## src/rtl/inv_pipe_pkg.sv

```systemverilog
// Shared definitions for the inv_pipe block: size limits, counter width,
// the reset value of the invert mask and the parity helper.
// Optional feature macro used by the block: INV_PIPE_PARITY_EN.
package inv_pipe_pkg;

  // Widest data word and deepest pipeline the block is built for.
  localparam int WIDTH_MAX = 64;
  localparam int DEPTH_MAX = 8;

  // Width of the delivered-word counter.
  localparam int CNT_W = 16;

  typedef logic [CNT_W-1:0] cnt_t;

  // After reset every data bit is inverted, so the block behaves as a plain NOT.
  localparam logic [WIDTH_MAX-1:0] MASK_RESET = '1;

  // Even parity: the returned bit makes the total count of ones even.
  // Zero-extension of narrower words does not change the result.
  function automatic logic even_parity(input logic [WIDTH_MAX-1:0] v);
    return ^v;
  endfunction

endpackage

```

## src/rtl/inv_pipe_stage.sv

```systemverilog
// One elastic pipeline stage: a data register plus a valid bit with a
// valid/ready handshake on each side. The stage accepts a new word whenever it
// is empty or its current word leaves in the same cycle, so a chain of these
// runs at one word per cycle with no bubbles.
module inv_pipe_stage #(
  parameter int W = 8
) (
  input  logic         clk,
  input  logic         rst_n,
  input  logic         in_valid,
  output logic         in_ready,
  input  logic [W-1:0] in_data,
  output logic         out_valid,
  input  logic         out_ready,
  output logic [W-1:0] out_data
);

  logic         valid_q;
  logic [W-1:0] data_q;
  logic         load;

  // Room for a word when empty, or when the held word advances this cycle.
  assign in_ready  = !valid_q || out_ready;
  assign load      = in_valid && in_ready;
  assign out_valid = valid_q;
  assign out_data  = data_q;

  // Capture the upstream word or drain the held word to the next stage.
  always_ff @(posedge clk or negedge rst_n) begin
    if (!rst_n) begin
      // NOTE: the data register is reset along with the valid bit so the output word reads zero out of reset.
      valid_q <= 1'b0;
      data_q  <= '0;
    end else begin
      // NOTE: non-blocking updates let every stage see its neighbour's pre-edge value, so a word moves one stage per edge.
      if (load) begin
        valid_q <= 1'b1;
        data_q  <= in_data;
      end else if (out_ready) begin
        valid_q <= 1'b0;
      end
    end
  end

endmodule

```

## src/rtl/inv_pipe.sv

```systemverilog
// inv_pipe: DEPTH-stage elastic pipeline that XORs each accepted word with a
// programmable invert mask on entry to stage 0 and then carries it unchanged
// to the output. Counts delivered words and reports whether any stage is busy.
// Optional feature: define INV_PIPE_PARITY_EN to add out_parity, the even
// parity of the processed word, computed at stage 0 and carried with it.
module inv_pipe
  import inv_pipe_pkg::*;
#(
  parameter int WIDTH = 8,
  parameter int DEPTH = 2
) (
  input  logic             clk,
  input  logic             rst_n,
  input  logic             in_valid,
  output logic             in_ready,
  input  logic [WIDTH-1:0] in_data,
  input  logic             mask_we,
  input  logic [WIDTH-1:0] mask_data,
  output logic             out_valid,
  input  logic             out_ready,
  output logic [WIDTH-1:0] out_data,
  output logic [CNT_W-1:0] xfer_cnt,
`ifdef INV_PIPE_PARITY_EN
  output logic             out_parity,
`endif
  output logic             busy
);

  // Stage count held inside the supported range.
  localparam int N_STAGES = (DEPTH < 1) ? 1 : ((DEPTH > DEPTH_MAX) ? DEPTH_MAX : DEPTH);

  // Payload carried through the stages: the data word, plus its parity bit on top when enabled.
`ifdef INV_PIPE_PARITY_EN
  localparam int PW = WIDTH + 1;
`else
  localparam int PW = WIDTH;
`endif

  localparam logic [WIDTH-1:0] MASK_INIT = MASK_RESET[WIDTH-1:0];

  logic [WIDTH-1:0]    mask_q;
  logic [WIDTH-1:0]    masked;
  logic [PW-1:0]       head_payload;
  logic [N_STAGES-1:0] stage_valid;
  cnt_t                cnt_q;
  logic                deliver;

  // Invert mask; a word accepted on the load edge still sees the old mask
  // because stage 0 samples the register's pre-edge value.
  always_ff @(posedge clk or negedge rst_n) begin
    if (!rst_n) begin
      mask_q <= MASK_INIT;
    end else if (mask_we) begin
      mask_q <= mask_data;
    end
  end

  assign masked = in_data ^ mask_q;

  // Build the stage-0 payload from the masked word (and its parity).
  always_comb begin
    // NOTE: default the whole vector first so every bit is assigned on every path and no latch is inferred.
    head_payload            = '0;
    head_payload[WIDTH-1:0] = masked;
`ifdef INV_PIPE_PARITY_EN
    head_payload[WIDTH]     = even_parity(WIDTH_MAX'(masked));
`endif
  end

  // Stage chain. Each generate block owns its own link signals so the ready
  // path from the output back to stage 0 is a plain chain of separate nets.
  for (genvar k = 0; k < N_STAGES; k++) begin : g_stage
    logic          up_valid;
    logic          up_ready;
    logic [PW-1:0] up_data;
    logic          dn_valid;
    logic          dn_ready;
    logic [PW-1:0] dn_data;

    if (k == 0) begin : g_head
      assign up_valid = in_valid;
      assign up_data  = head_payload;
    end else begin : g_link
      assign up_valid = g_stage[k-1].dn_valid;
      assign up_data  = g_stage[k-1].dn_data;
    end

    if (k == N_STAGES - 1) begin : g_tail
      assign dn_ready = out_ready;
    end else begin : g_next
      assign dn_ready = g_stage[k+1].up_ready;
    end

    inv_pipe_stage #(
      .W (PW)
    ) u_stage (
      .clk       (clk),
      .rst_n     (rst_n),
      .in_valid  (up_valid),
      .in_ready  (up_ready),
      .in_data   (up_data),
      .out_valid (dn_valid),
      .out_ready (dn_ready),
      .out_data  (dn_data)
    );

    assign stage_valid[k] = dn_valid;
  end

  assign in_ready  = g_stage[0].up_ready;
  assign out_valid = g_stage[N_STAGES-1].dn_valid;
  assign out_data  = g_stage[N_STAGES-1].dn_data[WIDTH-1:0];
`ifdef INV_PIPE_PARITY_EN
  assign out_parity = g_stage[N_STAGES-1].dn_data[WIDTH];
`endif

  assign deliver = out_valid && out_ready;
  assign busy    = |stage_valid;

  // Delivered-word counter; wraps naturally at the top of its range.
  always_ff @(posedge clk or negedge rst_n) begin
    if (!rst_n) begin
      cnt_q <= '0;
    end else if (deliver) begin
      cnt_q <= cnt_q + cnt_t'(1);
    end
  end

  assign xfer_cnt = cnt_q;

endmodule

```

## config.mk

```make
export PLATFORM = sky130hd
export DESIGN_NAME = inv_pipe
export DESIGN_NICKNAME = d
export VERILOG_FILES = /design/src/rtl/inv_pipe_pkg.sv /design/src/rtl/inv_pipe_stage.sv /design/src/rtl/inv_pipe.sv
export SDC_FILE = /design/constraint.sdc
export NUM_CORES = 1
export LEC_CHECK = 0
export ABC_AREA = 1
export CORE_MARGIN = 1
export CORE_UTILIZATION = 45
export CTS_CLUSTER_DIAMETER = 200
export CTS_CLUSTER_SIZE = 12
export DETAILED_ROUTE_END_ITERATION = 16
export GPL_TIMING_DRIVEN = 1
export PLACE_DENSITY = 0.74
export SLEW_MARGIN = 20
export SYNTH_ARGS = -nofsm -noshare
export SYNTH_HDL_FRONTEND = slang
export SYNTH_HIERARCHICAL = 1
export SYNTH_SLANG_ARGS = --single-unit
```

## constraint.sdc

```tcl
create_clock -name clk -period 1.5 [get_ports clk]
set_input_delay 0.45 -clock clk [delete_from_list [all_inputs] [get_ports clk]]
set_output_delay 0.45 -clock clk [all_outputs]
set_load 0.1 [all_outputs]
```

==> run_results.csv <==
group,metric,value,unit
outcome,outcome,"complete, but fails checks",
outcome,violations,"negative setup slack",
global_route,met1_usage,21.44,%
critical_path,critical_path_buf_inv_count,1,
yosys,synth_flop_cell,"dfrtp_1",
yosys,post_synth_num_cell_types,20,
global_route,grt_pass1_vias,1469,
finish,drive_above_1_share,35.19,%
pwr,power_density,1591,mW/mm^2
routing,drt-vias-per-instance,4.800,
finish,num-nets-final,291,
sta,fmax,0.6010,GHz
finish,final.fill_count,293,
sta,clock_skew,0.004363,ns
clock_network,clock_sinks,42,
critical_path,cp_max_fo,3,
floorplan,start_util,48.10,%
yosys,synth_cells,207,
floorplan,row_count,23,
yosys,post_synth.cell_area_avg,9.496,sq um
finish,finalInstanceArea,0.002978,sq mm
yosys,yosysMostFrequentCell,"nand2_1",
finish,layout.cells.non_filler,320,
yosys,yosysTopAreaCellShare,43.28,%
sta,min_period_over_period,110.9,%
yosys,synth_edf_count,0,
placed_design,place.gp.congestion,0.7961,
sta,drv_slew,0,
critical_path,critPathSlowestCell,"dfrtp_4",
floorplan,die_w,68.09,um
pwr,ir_worst_vdd,1.002,mV
sta,finalSetupViolations,3,
global_route,antenna_found_initial,0,
yosys,async_reset_ff_share,100.0,%
critical_path,crit_cells,2,
global_route,grt_pass1_wl,6299,um
critical_path,max_stage_delay,0.50,ns
global_route,grt_max_degree,26,
finish,synthToLayoutAreaGrowth,51.50,%
floorplan,num_io_pins,48,
yosys,synth_seq_cells,42,
clock_network,cts_root_buf,"clkbuf_8",
floorplan,die_area,0.004636,sq mm
critical_path,arrival,1.21,ns
critical_path,critical_path_class,"reg -> out",
placed_design,dpl.hpwl,2904,um
yosys,yosys.area.top_type,"dfrtp_1",
yosys,synth_common_cells,"nand2_1 (64), dfrtp_1 (34), inv_1 (20)",
routing,vias,1536,
critical_path,start_kind,"flip-flop",
critical_path,setup.worst_path.end_class,"primary output",
floorplan,core_area,0.004086,sq mm
yosys,synth_area,0.001966,sq mm
pwr,p_total,0.004737,W
finish,antenna_cells,0,
min_path,min_from,"g_stage[0].u_stage/out_data[4]$_DFFE_PN0P_",
sta,hold_viol_final,0,
pwr,power.leakage,1.437,nW
clock_network,cts_setup_buffers,0,
routing,wirelength,3649,um
yosys,syn_nets,229,
sta,tightestPinTransition,0.2396,ns
sta,fin_crit,1.664,ns
clock_network,cts_tree,"done",
clock_network,clockBufferDepth,2,
global_route,grt_use_met2,32.84,%
placed_design,portBuffers,47,
critical_path,reg2reg_depth,5,
clock_network,clk-insertion-delay-late,0.30,ns
global_route,track_usage,19.05,%
global_route,met3_usage,6.167,%
sta,setup_slack,-0.1638,ns
routing,post_drt_wl_per_cell,11.40,um
sta,relSlewSlack,83.97,%
min_path,hold_path_class,"reg -> reg",
yosys,synthTopCellsByArea,"dfrtp_1 (43%), nand2_1 (12%), dfstp_2 (11%), xor2_1 (6.2%), nand3_1 (4.6%)",
clock_network,cts_max_level,2,
run,drv_cap,0,
global_route,grt.busiest_layer,"met2",
critical_path,worstPathRequired,1.05,ns
placed_design,place_inst,311,
placed_design,place_area,0.002859,sq mm
routing,drt_iter0_drc,75,
floorplan,die_height,68.09,um
critical_path,reg2reg_from,"xfer_cnt[1]$_DFFE_PN0P_",
finish,post-route-util,72.87,%
routing,drc,0,
clock_network,clk_pin_slew,0.08,ns
sta,rsz0062_at_grt,"true",
critical_path,cp_cell_sequence,"or2_4 > buf_12",
routing,first_pass_iters,4,
yosys,ys_warn_count,6,
clock_network,cts_buffers,5,
global_route,grt-ovfl-total,0,
critical_path,crit_path_start,"g_stage[1].u_stage/out_valid$_DFFE_PN0P_",
critical_path,critPathTopFamily,"flip-flops",
routing,ant_nets,0,
yosys,synth_seq_area_share,53.98,%
min_path,hold_depth,2,
report_power, final:
part | switching, W | internal, W
Sequential | 0.000259 | 0.00140
Clock | 0.000385 | 0.000370
Combinational | 0.00148 | 0.000843
timing repair:
item	CTS	global route
cloned	0	0
pin swaps	2	0
hold endpoints to repair	4	0
hold buffers	1	0
setup endpoints to repair	4	4
resized for setup	5	1
layer usage:
metal | vias to the layer above | share of wire (%)
met3 | 7 | 5.4
met1 | 708 | 39
li1 | 773 | -
met5 | - | 0
met4 | 0 | 1.6
met2 | 48 | 54
final timing paths:
| kind | end | slack, ns |
|---|---|---|
| worst max-delay path | busy | -0.16 |
| worst min-delay path | g_stage[0].u_stage/out_data[4]$_DFFE_PN0P_ | 0.48 |
| worst max register to register | xfer_cnt[10]$_DFFE_PN0P_ | 0.16 |
| worst min register to register | g_stage[0].u_stage/out_data[4]$_DFFE_PN0P_ | 0.48 |
| max in group asynchronous | mask_q[0]$_DFFE_PN1P_ | 0.55 |
| min in group asynchronous | xfer_cnt[0]$_DFFE_PN0P_ | 0.51 |
final cells by class:
type | instances | area (sq um) | share of cell area [%]
clock buffer | 6 | 82.58 | 2.773
clock inverter | 2 | 12.51 | 0.4202
inverter | 20 | 75.07 | 2.521
multi-input combinational | 140 | 794.5 | 26.68
sequential | 42 | 1091 | 36.64
tap | 50 | 62.56 | 2.101
timing repair buffer | 60 | 859.6 | 28.87
cells in the final DEF, fill, tap and decap left out:
cell type	instances
nand2_1	64
buf_12	29
inv_1	19
nand3_1	18
dfrtp_1	18
clkdlybuf4s50_1	18
xor2_1	14
dfrtp_2	12
buf_4	10
nor2_1	9
mux2_2	8
dfstp_2	8
nand4_1	7
clkbuf_8	6
nand2_2	4
xnor2_1	4
dfrtp_4	4
nor2_2	3
nand3_2	2
nand2_4	2
or2_4	1
nor3_4	1
nor3_2	1
o21ai_1	1
ha_1	1
clkinvlp_4	1
clkinv_2	1
inv_2	1
dlygate4sd3_1	1
dlygate4sd2_1	1
buf_2	1
through the flow:
| stage | hold slack, ns | setup slack [ns] | setup TNS [ns] |
|---|---|---|---|
| floorplan | 0.1544 | -0.1872 | -0.3230 |
| global placement | 0.2883 | -0.3401 | -6.101 |
| detailed placement | 0.2945 | -0.3547 | -6.682 |
| CTS | 0.4802 | -0.1831 | -0.4172 |
| global route | 0.5020 | -0.1952 | -0.4611 |
| finish | 0.4802 | -0.1638 | -0.3566 |
state kept, by name (all words and copies together) (netlist names):
| name | cells |
|---|---|
| mask_q | 8 |
| g_stage.u_stage/out_data | 16 |
| xfer_cnt | 16 |
| g_stage.u_stage/out_valid | 2 |
cell families after synthesis:
| group | after synthesis | share of synthesized area (%) |
|---|---|---|
| and+or+nand+nor | 112 | 26.16 |
| DFF | 42 | 53.98 |
| buffers and inverters | 25 | 6.365 |
| xor gates and xnor gates | 18 | 8.020 |
| muxes | 8 | 4.583 |
| AOI/OAI and AO/OA | 1 | 0.2544 |
| adders and majority gates | 1 | 0.6364 |
tightest hold or removal path, stage by stage (launching register included):
cell and delay (ns):
dfrtp_1 0.35, nand2_1 0.05, nand2_1 0.04
No activity file was read; power rests on OpenSTA's default activity.
